**src/rtl/uart_tx.sv**
```systemverilog
// 8N1 UART transmitter, LSB first, BIT_PERIOD clocks per bit.
// Define UART_TX_PARITY_EN to insert an even-parity bit between data and stop.
module uart_tx #(
  parameter int BIT_PERIOD = 10
) (
  input  logic       clk,
  input  logic       n_rst,
  input  logic       tx_start,
  input  logic [7:0] tx_data,
  output logic       serial_out,
  output logic       busy,
  output logic       tx_done
);

`ifdef UART_TX_PARITY_EN
  typedef enum logic [2:0] {
    IDLE   = 3'd0,
    START  = 3'd1,
    DATA   = 3'd2,
    PARITY = 3'd3,
    STOP   = 3'd4
  } state_t;
`else
  typedef enum logic [2:0] {
    IDLE  = 3'd0,
    START = 3'd1,
    DATA  = 3'd2,
    STOP  = 3'd4
  } state_t;
`endif

  localparam logic [7:0] LAST_CNT = 8'(BIT_PERIOD - 1);
  localparam logic [7:0] DONE_CNT = 8'(BIT_PERIOD - 2);

  state_t     state;
  logic [7:0] bit_cnt;
  logic [2:0] bit_idx;
  logic [7:0] shreg;
`ifdef UART_TX_PARITY_EN
  logic       par_bit;
`endif

  always_ff @(posedge clk or negedge n_rst) begin
    if (!n_rst) begin
      state      <= IDLE;
      bit_cnt    <= 8'd0;
      bit_idx    <= 3'd0;
      shreg      <= 8'd0;
      serial_out <= 1'b1;
      busy       <= 1'b0;
      tx_done    <= 1'b0;
`ifdef UART_TX_PARITY_EN
      par_bit    <= 1'b0;
`endif
    end else begin
      tx_done <= 1'b0;
      case (state)
        IDLE: begin
          bit_cnt    <= 8'd0;
          bit_idx    <= 3'd0;
          serial_out <= 1'b1;
          busy       <= 1'b0;
          if (tx_start) begin
            shreg      <= tx_data;
`ifdef UART_TX_PARITY_EN
            par_bit    <= ^tx_data;
`endif
            serial_out <= 1'b0;
            busy       <= 1'b1;
            state      <= START;
          end
        end
        START: begin
          if (bit_cnt == LAST_CNT) begin
            bit_cnt    <= 8'd0;
            serial_out <= shreg[0];
            state      <= DATA;
          end else begin
            bit_cnt <= bit_cnt + 8'd1;
          end
        end
        DATA: begin
          if (bit_cnt == LAST_CNT) begin
            bit_cnt <= 8'd0;
            if (bit_idx == 3'd7) begin
`ifdef UART_TX_PARITY_EN
              serial_out <= par_bit;
              state      <= PARITY;
`else
              serial_out <= 1'b1;
              state      <= STOP;
`endif
            end else begin
              // shreg[0] is the bit on the line; shreg[1] is the next one
              bit_idx    <= bit_idx + 3'd1;
              shreg      <= {1'b0, shreg[7:1]};
              serial_out <= shreg[1];
            end
          end else begin
            bit_cnt <= bit_cnt + 8'd1;
          end
        end
`ifdef UART_TX_PARITY_EN
        PARITY: begin
          if (bit_cnt == LAST_CNT) begin
            bit_cnt    <= 8'd0;
            serial_out <= 1'b1;
            state      <= STOP;
          end else begin
            bit_cnt <= bit_cnt + 8'd1;
          end
        end
`endif
        STOP: begin
          if (bit_cnt == LAST_CNT) begin
            bit_cnt    <= 8'd0;
            serial_out <= 1'b1;
            busy       <= 1'b0;
            state      <= IDLE;
          end else begin
            bit_cnt <= bit_cnt + 8'd1;
            // registered, so raise it one edge early to land on the final stop cycle
            if (bit_cnt == DONE_CNT) tx_done <= 1'b1;
          end
        end
        default: begin
          state      <= IDLE;
          bit_cnt    <= 8'd0;
          bit_idx    <= 3'd0;
          serial_out <= 1'b1;
          busy       <= 1'b0;
        end
      endcase
    end
  end

endmodule

```
**config.mk**
```make
export PLATFORM = sky130hd
export DESIGN_NAME = uart_tx
export DESIGN_NICKNAME = d
export VERILOG_FILES = /design/src/rtl/uart_tx.sv
export SDC_FILE = /design/constraint.sdc
export NUM_CORES = 1
export LEC_CHECK = 0
export ABC_AREA = 1
export BUFFER_PORTS_ARGS = -buffer_cell sky130_fd_sc_hd__buf_2
export CAP_MARGIN = 20
export CORE_MARGIN = 8
export CORE_UTILIZATION = 45
export DETAILED_ROUTE_END_ITERATION = 12
export PLACE_DENSITY = 0.68
export SETUP_SLACK_MARGIN = 0.05
export SLEW_MARGIN = 25
export SYNTH_ARGS = -nofsm -noshare
export SYNTH_HDL_FRONTEND = slang
export SYNTH_SLANG_ARGS = --single-unit
```
**constraint.sdc**
```tcl
create_clock -name clk -period 1.4 [get_ports clk]
set_clock_uncertainty 0.05 [all_clocks]
set_input_delay 0.14 -clock clk [delete_from_list [all_inputs] [get_ports clk]]
set_output_delay 0.14 -clock clk [all_outputs]
set_load 0.01 [all_outputs]
```
==> flow_metrics.env, run 1 <==
export IMPL_status="finished clean"
export IMPL_fin_crit_sh=0.988
export IMPL_die_w_um=71.6
export IMPL_drc=0
export IMPL_path_cells="inv_2 -> ha_4 -> inv_2 -> nor2_4 -> nand2_4 -> nand2_8 -> nand2_8 -> nand2_2 -> o21ai_2"
export IMPL_rrSetupSlack_ns=0.02
export IMPL_clockBufferDepth=2
export IMPL_clk_pin_slew_ns=0.13
export IMPL_area_growth_synth_to_final_pct=36.2
export IMPL_reg2reg_from="bit_cnt[1]"
export IMPL_hold_viol_final=0
export IMPL_core_area_mm2=0.00300
export IMPL_grt_total_usage=0.133
export IMPL_ys_seq_area_frac=0.451
export IMPL_dpl_cell_count=219
export IMPL_initial_core_util=0.463
export IMPL_pwr_share_seq=0.344
export IMPL_grt_start_max_net_pins=26
export IMPL_clkPwrFrac=0.097
export IMPL_ant_nets=0
export IMPL_endpoint_kind="flip-flop"
export IMPL_crit_start="bit_cnt[1]"
export IMPL_worstHoldStart="tx_data[5]"
export IMPL_drt_total_wl_um=3230
export IMPL_synth_seq_cells=25
export IMPL_drt_vias_per_instance=5.23
export IMPL_netlist_instances=166
export IMPL_insertion_delay_ns=0.32
export IMPL_report_final_slew_viol_count=0
export IMPL_min_period_ns=1.38
export IMPL_grt_pass1_vias=1222
export IMPL_ys_async_sr_fraction=1.00
export IMPL_dieArea_mm2=0.00513
export IMPL_tightest_slew_ns=0.566
export IMPL_n_antenna_cell=0
export IMPL_place_congestion=0.783
export IMPL_syn_cell_area_mm2=0.00139
export IMPL_rsz0062_at_grt="yes"
export IMPL_cts_buffers=3
export IMPL_synthTopCellsByCount="nand2_1, dfrtp_1, nor2_1"
export IMPL_cts_tree="yes"
export IMPL_power_density_cell_area_mw_per_mm2=1790
export IMPL_worst_path_max_fanout=8
export IMPL_die_h_um=71.6
export IMPL_wl_per_cell_um=13.6
export IMPL_rr_endpoint="shreg[6]"
export IMPL_critPathLaunchType="flip-flop"
export IMPL_drt_pass1_iterations=4
export IMPL_antenna_found_initial=0
export IMPL_root_buffer="clkbuf_4"
export IMPL_drive_above_1_share=0.475
export IMPL_worst_path_buf_inv=2
export IMPL_synth_warnings=0
export IMPL_grt_pass1_wl_um=5420
export IMPL_vias=1240
export IMPL_ys_top_cells_by_area="dfrtp_1, nand2_1, ha_1"
export IMPL_gr_total_overflow=0
export IMPL_num_rows=20
export IMPL_synth_nets=182
export IMPL_io_buffers=13
export IMPL_synth_edff_count=0
export IMPL_critPathArrivalTime_ns=1.55
export IMPL_p_leak_uw=0.000898
export IMPL_slowest_delay_ns=0.42
export IMPL_reg2reg_depth=9
export IMPL_synth_largest_area_cell="dfrtp_1"
export IMPL_n_fill_cell=242
export IMPL_syn_avg_cell_area_um2=8.38
export IMPL_cts_num_sinks=25
export IMPL_hold_end="shreg[5]"
export IMPL_nets=221
export IMPL_crit_required_ns=1.57
export IMPL_dp_hpwl_um=2000
export IMPL_multi_input_area_um2=857
export IMPL_p_comb_frac=0.560
export IMPL_hold_path_depth=3
export IMPL_internal_power_uw=1890
export IMPL_io_pins=14
export IMPL_netlist_area_leader_share=0.432
export IMPL_yosysMostFrequentCell="nand2_1"
export IMPL_crit_family="simple AND/OR/NAND/NOR gates"
export IMPL_ys_types=27
export IMPL_drtIter0Drc=35
export IMPL_register_area_um2=631
export IMPL_relSlewSlack=0.622
export IMPL_setup_tns_ns=0
export IMPL_max_cap_violations=0
export IMPL_irDropWorstVdd_uv=906
export IMPL_power_switching_uw=1500
export IMPL_ys_flop_type="dfrtp_1"
export IMPL_htreeDepth=1
export IMPL_layout_cells_non_filler=237
export IMPL_setup_viol=0
export IMPL_swShare=0.443
export IMPL_hold_class="input pin to flip-flop"
export IMPL_fmax_mhz=723
export IMPL_crit_type="flip-flop to flip-flop"
export IMPL_cpMaxStageDelayCell="dfrtp_1"
## through the flow
step | setup slack, ns | utilization | hold WS (ns) | power [uW] | instance area (um^2)
CTS | 0.0224 | 0.593 | 0.0328 | 3190 | 1780
floorplan | 0.0261 | - | -0.206 | 2150 | 1420
global route | -0.0628 | 0.631 | 0.0731 | 3650 | 1890
global placement | -0.00725 | 0.521 | 0.107 | 2370 | 1570
detailed placement | -0.0480 | 0.521 | 0.120 | 2430 | 1570
finish | 0.0163 | 0.631 | 0.0633 | 3390 | 1890
## worst min-delay path: stages
cell and delay, ns:
buf_2 0.08, o21ai_1 0.07, o21ai_2 0.12
## power by group through the flow
stage	logic, uW	clock network [uW]	registers (uW)
2_1_floorplan	1060	0	1100
3_3_place_gp	1270	0	1100
3_5_place_dp	1310	0	1110
4_1_cts	1720	342	1120
5_1_grt	2100	360	1190
6_report	1900	327	1160
## area by class of cell
class	instances	area share
clock buffer	4	0.0139
inverter	20	0.0462
timing repair buffer	35	0.133
sequential	25	0.333
multi-input combinational	120	0.452
tap	33	0.0218
## worst max path at each step
stage          cells after the start  slack (ns)  endpoint
3_5_place_dp                       8       -0.05  shreg[4]
6_report                           9        0.02  shreg[6]
5_1_grt                            9       -0.06  shreg[2]
2_1_floorplan                     10        0.03  shreg[6]
3_3_place_gp                       8      -0.007  shreg[4]
4_1_cts                            9        0.02  shreg[4]
## sequential cells by signal, summed over array words and instances, names as in the netlist
register and flops:
bit_cnt 8, shreg 8, bit_idx 3, state 3
busy 1, serial_out 1, tx_done 1
## routing by layer
| layer | up-vias | wire (um) | GRT usage |
|---|---|---|---|
| met5 | - | 0 | 0 |
| met4 | 0 | 98 | 0.0816 |
| met3 | 10 | 145 | 0.0307 |
| met2 | 36 | 1660 | 0.225 |
| met1 | 585 | 1330 | 0.147 |
| li1 | 609 | - | - |
## cells by family after synthesis
logic type / synth area share
XOR/XNOR: 0.0126
AO/OA/AOI/OAI: 0.0980
flip-flops: 0.451
adder cells (fa/ha/maj): 0.0450
AND/OR/NAND/NOR: 0.317
buffers and inverters: 0.0773
## what timing repair did
item	in CTS	in global routing
endpoints found under the setup margin	19	23
hold buffers	2	0
gates cloned	2	0
hold endpoints to repair	25	0
setup buffers	8	3
gates resized for setup	25	24
pin swaps	6	13
## cell usage in the layout (no fill, tap or decap), drive strengths merged
master,n
a21oi,2
nor2,17
nand4,3
ha,5
o21ai,20
nor3b,2
nand3,9
clkbuf,4
xor2,2
dfstp,1
nor3,3
or2,7
dlygate4sd3,2
inv,20
nand2,50
dfrtp,24
buf,33
Power figures use the tool's default switching activity.
==> run 2, diff against run 1 <==
--- a/config.mk
+++ b/config.mk
@@ -11,7 +11,8 @@
 export CORE_MARGIN = 8
 export CORE_UTILIZATION = 45
 export DETAILED_ROUTE_END_ITERATION = 12
-export PLACE_DENSITY = 0.68
+export HOLD_SLACK_MARGIN = 0.15
+export PLACE_DENSITY_LB_ADDON = 0.3
 export SETUP_SLACK_MARGIN = 0.05
 export SLEW_MARGIN = 25
 export SYNTH_ARGS = -nofsm -noshare
==> flow_metrics.env, run 2 (synthesis gave the netlist of run 1 again) <==
export IMPL_status="finished clean"
export IMPL_crit_type="flip-flop to flip-flop"
export IMPL_drt_total_wl_um=3280
export IMPL_htreeDepth=1
export IMPL_vias=1214
export IMPL_dieArea_mm2=0.00513
export IMPL_report_final_slew_viol_count=0
export IMPL_root_buffer="clkbuf_4"
export IMPL_reg2reg_from="state[0]"
export IMPL_relSlewSlack=0.634
export IMPL_setup_viol=0
export IMPL_p_comb_frac=0.555
export IMPL_grt_use_met2=0.248
export IMPL_min_period_ns=1.40
export IMPL_grt_pass1_vias=1287
export IMPL_crit_start="state[0]"
export IMPL_largest_registers="bit_cnt (8), shreg (8)"
export IMPL_post_route_worst_setup_slack_ns=0.00483
export IMPL_insertion_delay_ns=0.32
export IMPL_grt_total_usage=0.137
export IMPL_hold_class="input pin to async pin"
export IMPL_n_antenna_cell=0
export IMPL_initial_core_util=0.463
export IMPL_nets=228
export IMPL_cpMaxStageDelayCell="dfrtp_1"
export IMPL_rsz0062_at_grt="yes"
export IMPL_dpl_cell_count=217
export IMPL_layout_commonest_cell="nand2_1"
export IMPL_die_w_um=71.6
export IMPL_drc=0
export IMPL_irDropWorstVdd_uv=1010
export IMPL_io_buffers=13
export IMPL_io_pins=14
export IMPL_grt_pass1_wl_um=5670
export IMPL_tightest_slew_ns=0.550
export IMPL_drt_vias_per_instance=4.98
export IMPL_hold_ws_ns=0.262
export IMPL_critPathLaunchType="flip-flop"
export IMPL_slowest_delay_ns=0.44
export IMPL_cts_buffers=3
export IMPL_top_usage_layer="met2"
export IMPL_drive_above_1_share=0.474
export IMPL_ant_nets=0
export IMPL_hold_viol_final=0
export IMPL_internal_power_uw=1800
export IMPL_clkPwrFrac=0.099
export IMPL_cts_tree="yes"
export IMPL_swShare=0.455
export IMPL_drt_pass1_iterations=4
export IMPL_drtIter0Drc=40
export IMPL_gr_total_overflow=0
export IMPL_grt_start_max_net_pins=26
export IMPL_pwr_share_seq=0.346
export IMPL_use_met3=0.0237
export IMPL_area_growth_synth_to_final_pct=40.6
export IMPL_wl_per_cell_um=13.4
export IMPL_num_rows=20
export IMPL_endpoint_kind="flip-flop"
export IMPL_crit_required_ns=1.58
export IMPL_clockBufferDepth=2
export IMPL_clk_pin_slew_ns=0.14
export IMPL_antenna_found_initial=0
export IMPL_critPathArrivalTime_ns=1.58
export IMPL_dp_hpwl_um=2070
export IMPL_worst_path_max_fanout=8
export IMPL_place_congestion=0.805
export IMPL_layout_cells_non_filler=244
export IMPL_max_cap_violations=0
export IMPL_die_h_um=71.6
export IMPL_power_switching_uw=1500
export IMPL_final_cell_mix="nand2_1, dfrtp_1, buf_4"
export IMPL_p_leak_uw=0.000922
export IMPL_crit_family="simple AND/OR/NAND/NOR gates"
export IMPL_fin_crit_sh=0.997
export IMPL_place_worst_setup_slack_ns=-0.0455
export IMPL_fmax_mhz=717
export IMPL_cts_num_sinks=25
export IMPL_setup_tns_ns=0
export IMPL_power_density_cell_area_mw_per_mm2=1690
export IMPL_core_area_mm2=0.00300
export IMPL_use_met1=0.153
export IMPL_worst_path_buf_inv=2
export IMPL_path_cells="inv_2 -> nand3_4 -> inv_6 -> nand2_4 -> nand2_8 -> nand2_8 -> nand2_4 -> o21ai_2"
## run 2: routing by layer
layer / wire (um) / share of wire / vias up
met3: 83 / 0.025 / 4
met2: 1720 / 0.52 / 14
met1: 1440 / 0.44 / 583
met5: 0 / 0 / -
met4: 43 / 0.013 / 0
li1: - / - / 613
## run 2: path summary, 6_finish.rpt
| path | endpoint | slack (ns) | depth (start not counted) |
|---|---|---|---|
| min in group clk | serial_out | 0.43 | 2 |
| min reg2reg | serial_out | 0.43 | 2 |
| min | bit_cnt[5] | 0.26 | 2 |
| max reg2reg | shreg[4] | 0.005 | 8 |
| max | shreg[4] | 0.005 | 8 |
| max in group asynchronous | state[1] | 0.63 | 2 |
## run 2: area by class of cell
class                           count  area [um^2]
Multi-Input combinational cell    120          867
Timing Repair Buffer               42          308
Sequential cell                    25          629
Fill cell                         231         1050
Tap cell                           33         41.3
Inverter                           20         82.6
Clock buffer                        3         22.5
Clock inverter                      1         5.00
## run 2: metrics by stage
stage | power [uW] | cell area [um^2] | utilization
2_1_floorplan | 2150 | 1420 | -
3_3_place_gp | 2370 | 1550 | 0.516
3_5_place_dp | 2420 | 1550 | 0.516
4_1_cts | 3180 | 1890 | 0.630
5_1_grt | 3550 | 1960 | 0.651
6_report | 3300 | 1960 | 0.651
## run 2: what timing repair did
action                                  in CTS  in global routing
hold buffers                                10                  0
cloned                                       2                  0
pin swaps                                   17                 10
endpoints found under the setup margin      18                 24
resized for setup                           31                 16
setup buffers                               10                  2
hold endpoints to repair                    35                  0
## run 2: power by group through the flow
stage / registers, uW / logic (uW) / clock network, uW
finish: 1140 / 1830 / 326
global route: 1170 / 2020 / 359
CTS: 1120 / 1730 / 330
detailed placement: 1110 / 1310 / 0
global placement: 1100 / 1270 / 0
floorplan: 1100 / 1060 / 0
==> run 3, diff against run 2 <==
--- a/config.mk
+++ b/config.mk
@@ -13,6 +13,7 @@
 export DETAILED_ROUTE_END_ITERATION = 12
 export HOLD_SLACK_MARGIN = 0.15
 export PLACE_DENSITY_LB_ADDON = 0.3
+export REMOVE_ABC_BUFFERS = 1
 export SETUP_SLACK_MARGIN = 0.05
 export SLEW_MARGIN = 25
 export SYNTH_ARGS = -nofsm -noshare
==> flow_metrics.env, run 3 (synthesis gave the netlist of run 1 again) <==
export IMPL_status="complete, but fails checks"
export IMPL_violations="setup timing"
export IMPL_antenna_found_initial=0
export IMPL_pwr_share_seq=0.326
export IMPL_swShare=0.449
export IMPL_htreeDepth=1
export IMPL_cts_tree="yes"
export IMPL_critPathArrivalTime_ns=1.59
export IMPL_area_growth_synth_to_final_pct=49.1
export IMPL_min_period_ns=1.41
export IMPL_fin_crit_sh=1.01
export IMPL_die_w_um=71.6
export IMPL_cts_num_sinks=25
export IMPL_dpl_cell_area_mm2=0.00162
export IMPL_cts_buffers=3
export IMPL_clkPwrFrac=0.096
export IMPL_endpoint_kind="flip-flop"
export IMPL_nets=232
export IMPL_report_final_slew_viol_count=0
export IMPL_die_h_um=71.6
export IMPL_p_comb_frac=0.578
export IMPL_io_buffers=13
export IMPL_drive_above_1_share=0.516
export IMPL_drt_total_wl_um=3250
export IMPL_drtIter0Drc=47
export IMPL_tightest_slew_ns=0.560
export IMPL_setup_viol=1
export IMPL_root_buffer="clkbuf_4"
export IMPL_ant_nets=0
export IMPL_p_leak_uw=0.000977
export IMPL_fmax_mhz=709
export IMPL_grt_start_max_net_pins=26
export IMPL_gr_total_overflow=0
export IMPL_drt_pass1_iterations=4
export IMPL_power_switching_uw=1620
export IMPL_grt_pass1_wl_um=5400
export IMPL_rsz0062_at_grt="yes"
export IMPL_clk_pin_slew_ns=0.15
export IMPL_drt_vias_per_instance=5.07
export IMPL_drc=0
export IMPL_insertion_delay_ns=0.33
export IMPL_hold_class="input pin to async pin"
export IMPL_dp_hpwl_um=2120
export IMPL_worst_path_max_fanout=7
export IMPL_irDropWorstVdd_uv=921
export IMPL_grt_pass1_vias=1283
export IMPL_vias=1257
export IMPL_hold_viol_final=0
export IMPL_grt_total_usage=0.128
export IMPL_io_pins=14
export IMPL_largest_registers="bit_cnt (8), shreg (8)"
export IMPL_final_cell_area_mm2=0.00207
export IMPL_critPathLaunchType="flip-flop"
export IMPL_n_fill_cell=228
export IMPL_initial_core_util=0.463
export IMPL_crit_required_ns=1.58
export IMPL_clockBufferDepth=2
export IMPL_crit_type="flip-flop to flip-flop"
export IMPL_wl_per_cell_um=13.1
export IMPL_internal_power_uw=1990
export IMPL_place_congestion=0.826
export IMPL_core_area_mm2=0.00300
export IMPL_post_route_worst_setup_slack_ns=-0.0114
export IMPL_num_rows=20
export IMPL_dieArea_mm2=0.00513
export IMPL_final_cell_mix="nand2_1, dfrtp_1, buf_4"
export IMPL_power_density_cell_area_mw_per_mm2=1740
export IMPL_hold_ws_ns=0.259
export IMPL_n_antenna_cell=0
export IMPL_layout_commonest_cell="nand2_1"
export IMPL_max_cap_violations=0
export IMPL_relSlewSlack=0.626
## run 3: cell types whose count changed in the layout (fill, tap and decap cells not counted), moves of 2 or more
cell,previous run,this run
nand2_4,6,8
nor2_1,10,8
buf_4,19,16
o21ai_1,7,5
or2_0,3,1
buf_6,0,8
## run 3: what timing repair did
action	CTS	global route
hold buffers	10	0
resized for setup	37	40
gates cloned	1	0
buffers inserted	6	1
endpoints found under the setup margin	22	24
pin swaps	14	19
endpoints found under the hold margin	35	0
## run 3: area by class of cell
class                           instances  area, um^2  area share
Clock buffer                            4        26.3      0.0127
Inverter                               20        82.6      0.0398
Multi-Input combinational cell        119         920       0.443
Sequential cell                        25         629       0.303
Tap cell                               33        41.3      0.0199
Timing Repair Buffer                   47         375       0.181
## run 3: power groups by stage
stage / combinational, uW / sequential, uW / clock (uW)
floorplan: 945 / 1090 / 0
detailed placement: 1460 / 1100 / 0
global placement: 1400 / 1090 / 0
finish: 2090 / 1170 / 347
global route: 2280 / 1200 / 383
CTS: 1760 / 1110 / 348
## run 3: final timing paths
kind,slack (ns),cells past startpoint,endpoint,start
worst min-delay path,0.26,2,tx_done,n_rst
worst max-delay path,-0.01,6,shreg[6],state[0]
worst max register to register,-0.01,6,shreg[6],state[0]
max in group asynchronous,0.65,2,state[1],n_rst
min in group clk,0.43,2,serial_out,serial_out
worst min register to register,0.43,2,serial_out,serial_out
## run 3: layer usage
layer,global-route usage,up-vias,part of all wire
li1,-,627,-
met1,0.145,602,0.43
met2,0.226,23,0.52
met3,0.0265,5,0.032
met4,0.0567,0,0.016
met5,0,-,0
## run 3: worst max-delay path: stages (launching register included)
cell and delay [ns]:
dfrtp_2 0.48, inv_2 0.09, nand3_4 0.15, buf_6 0.17, or2_1 0.19, o21ai_1 0.10, o21ai_2 0.08
## run 3: per-stage QoR
step	total power [uW]	TNS, ns	instances	worst slack (ns)	utilization
2_1_floorplan	2030	-0.00408	163	-0.00136	-
3_3_place_gp	2490	-0.316	229	-0.0354	0.539
3_5_place_dp	2560	-0.848	229	-0.0955	0.539
4_1_cts	3220	-0.0376	247	-0.0170	0.638
5_1_grt	3860	-0.641	248	-0.0554	0.691
6_report	3610	-0.0114	248	-0.0114	0.691
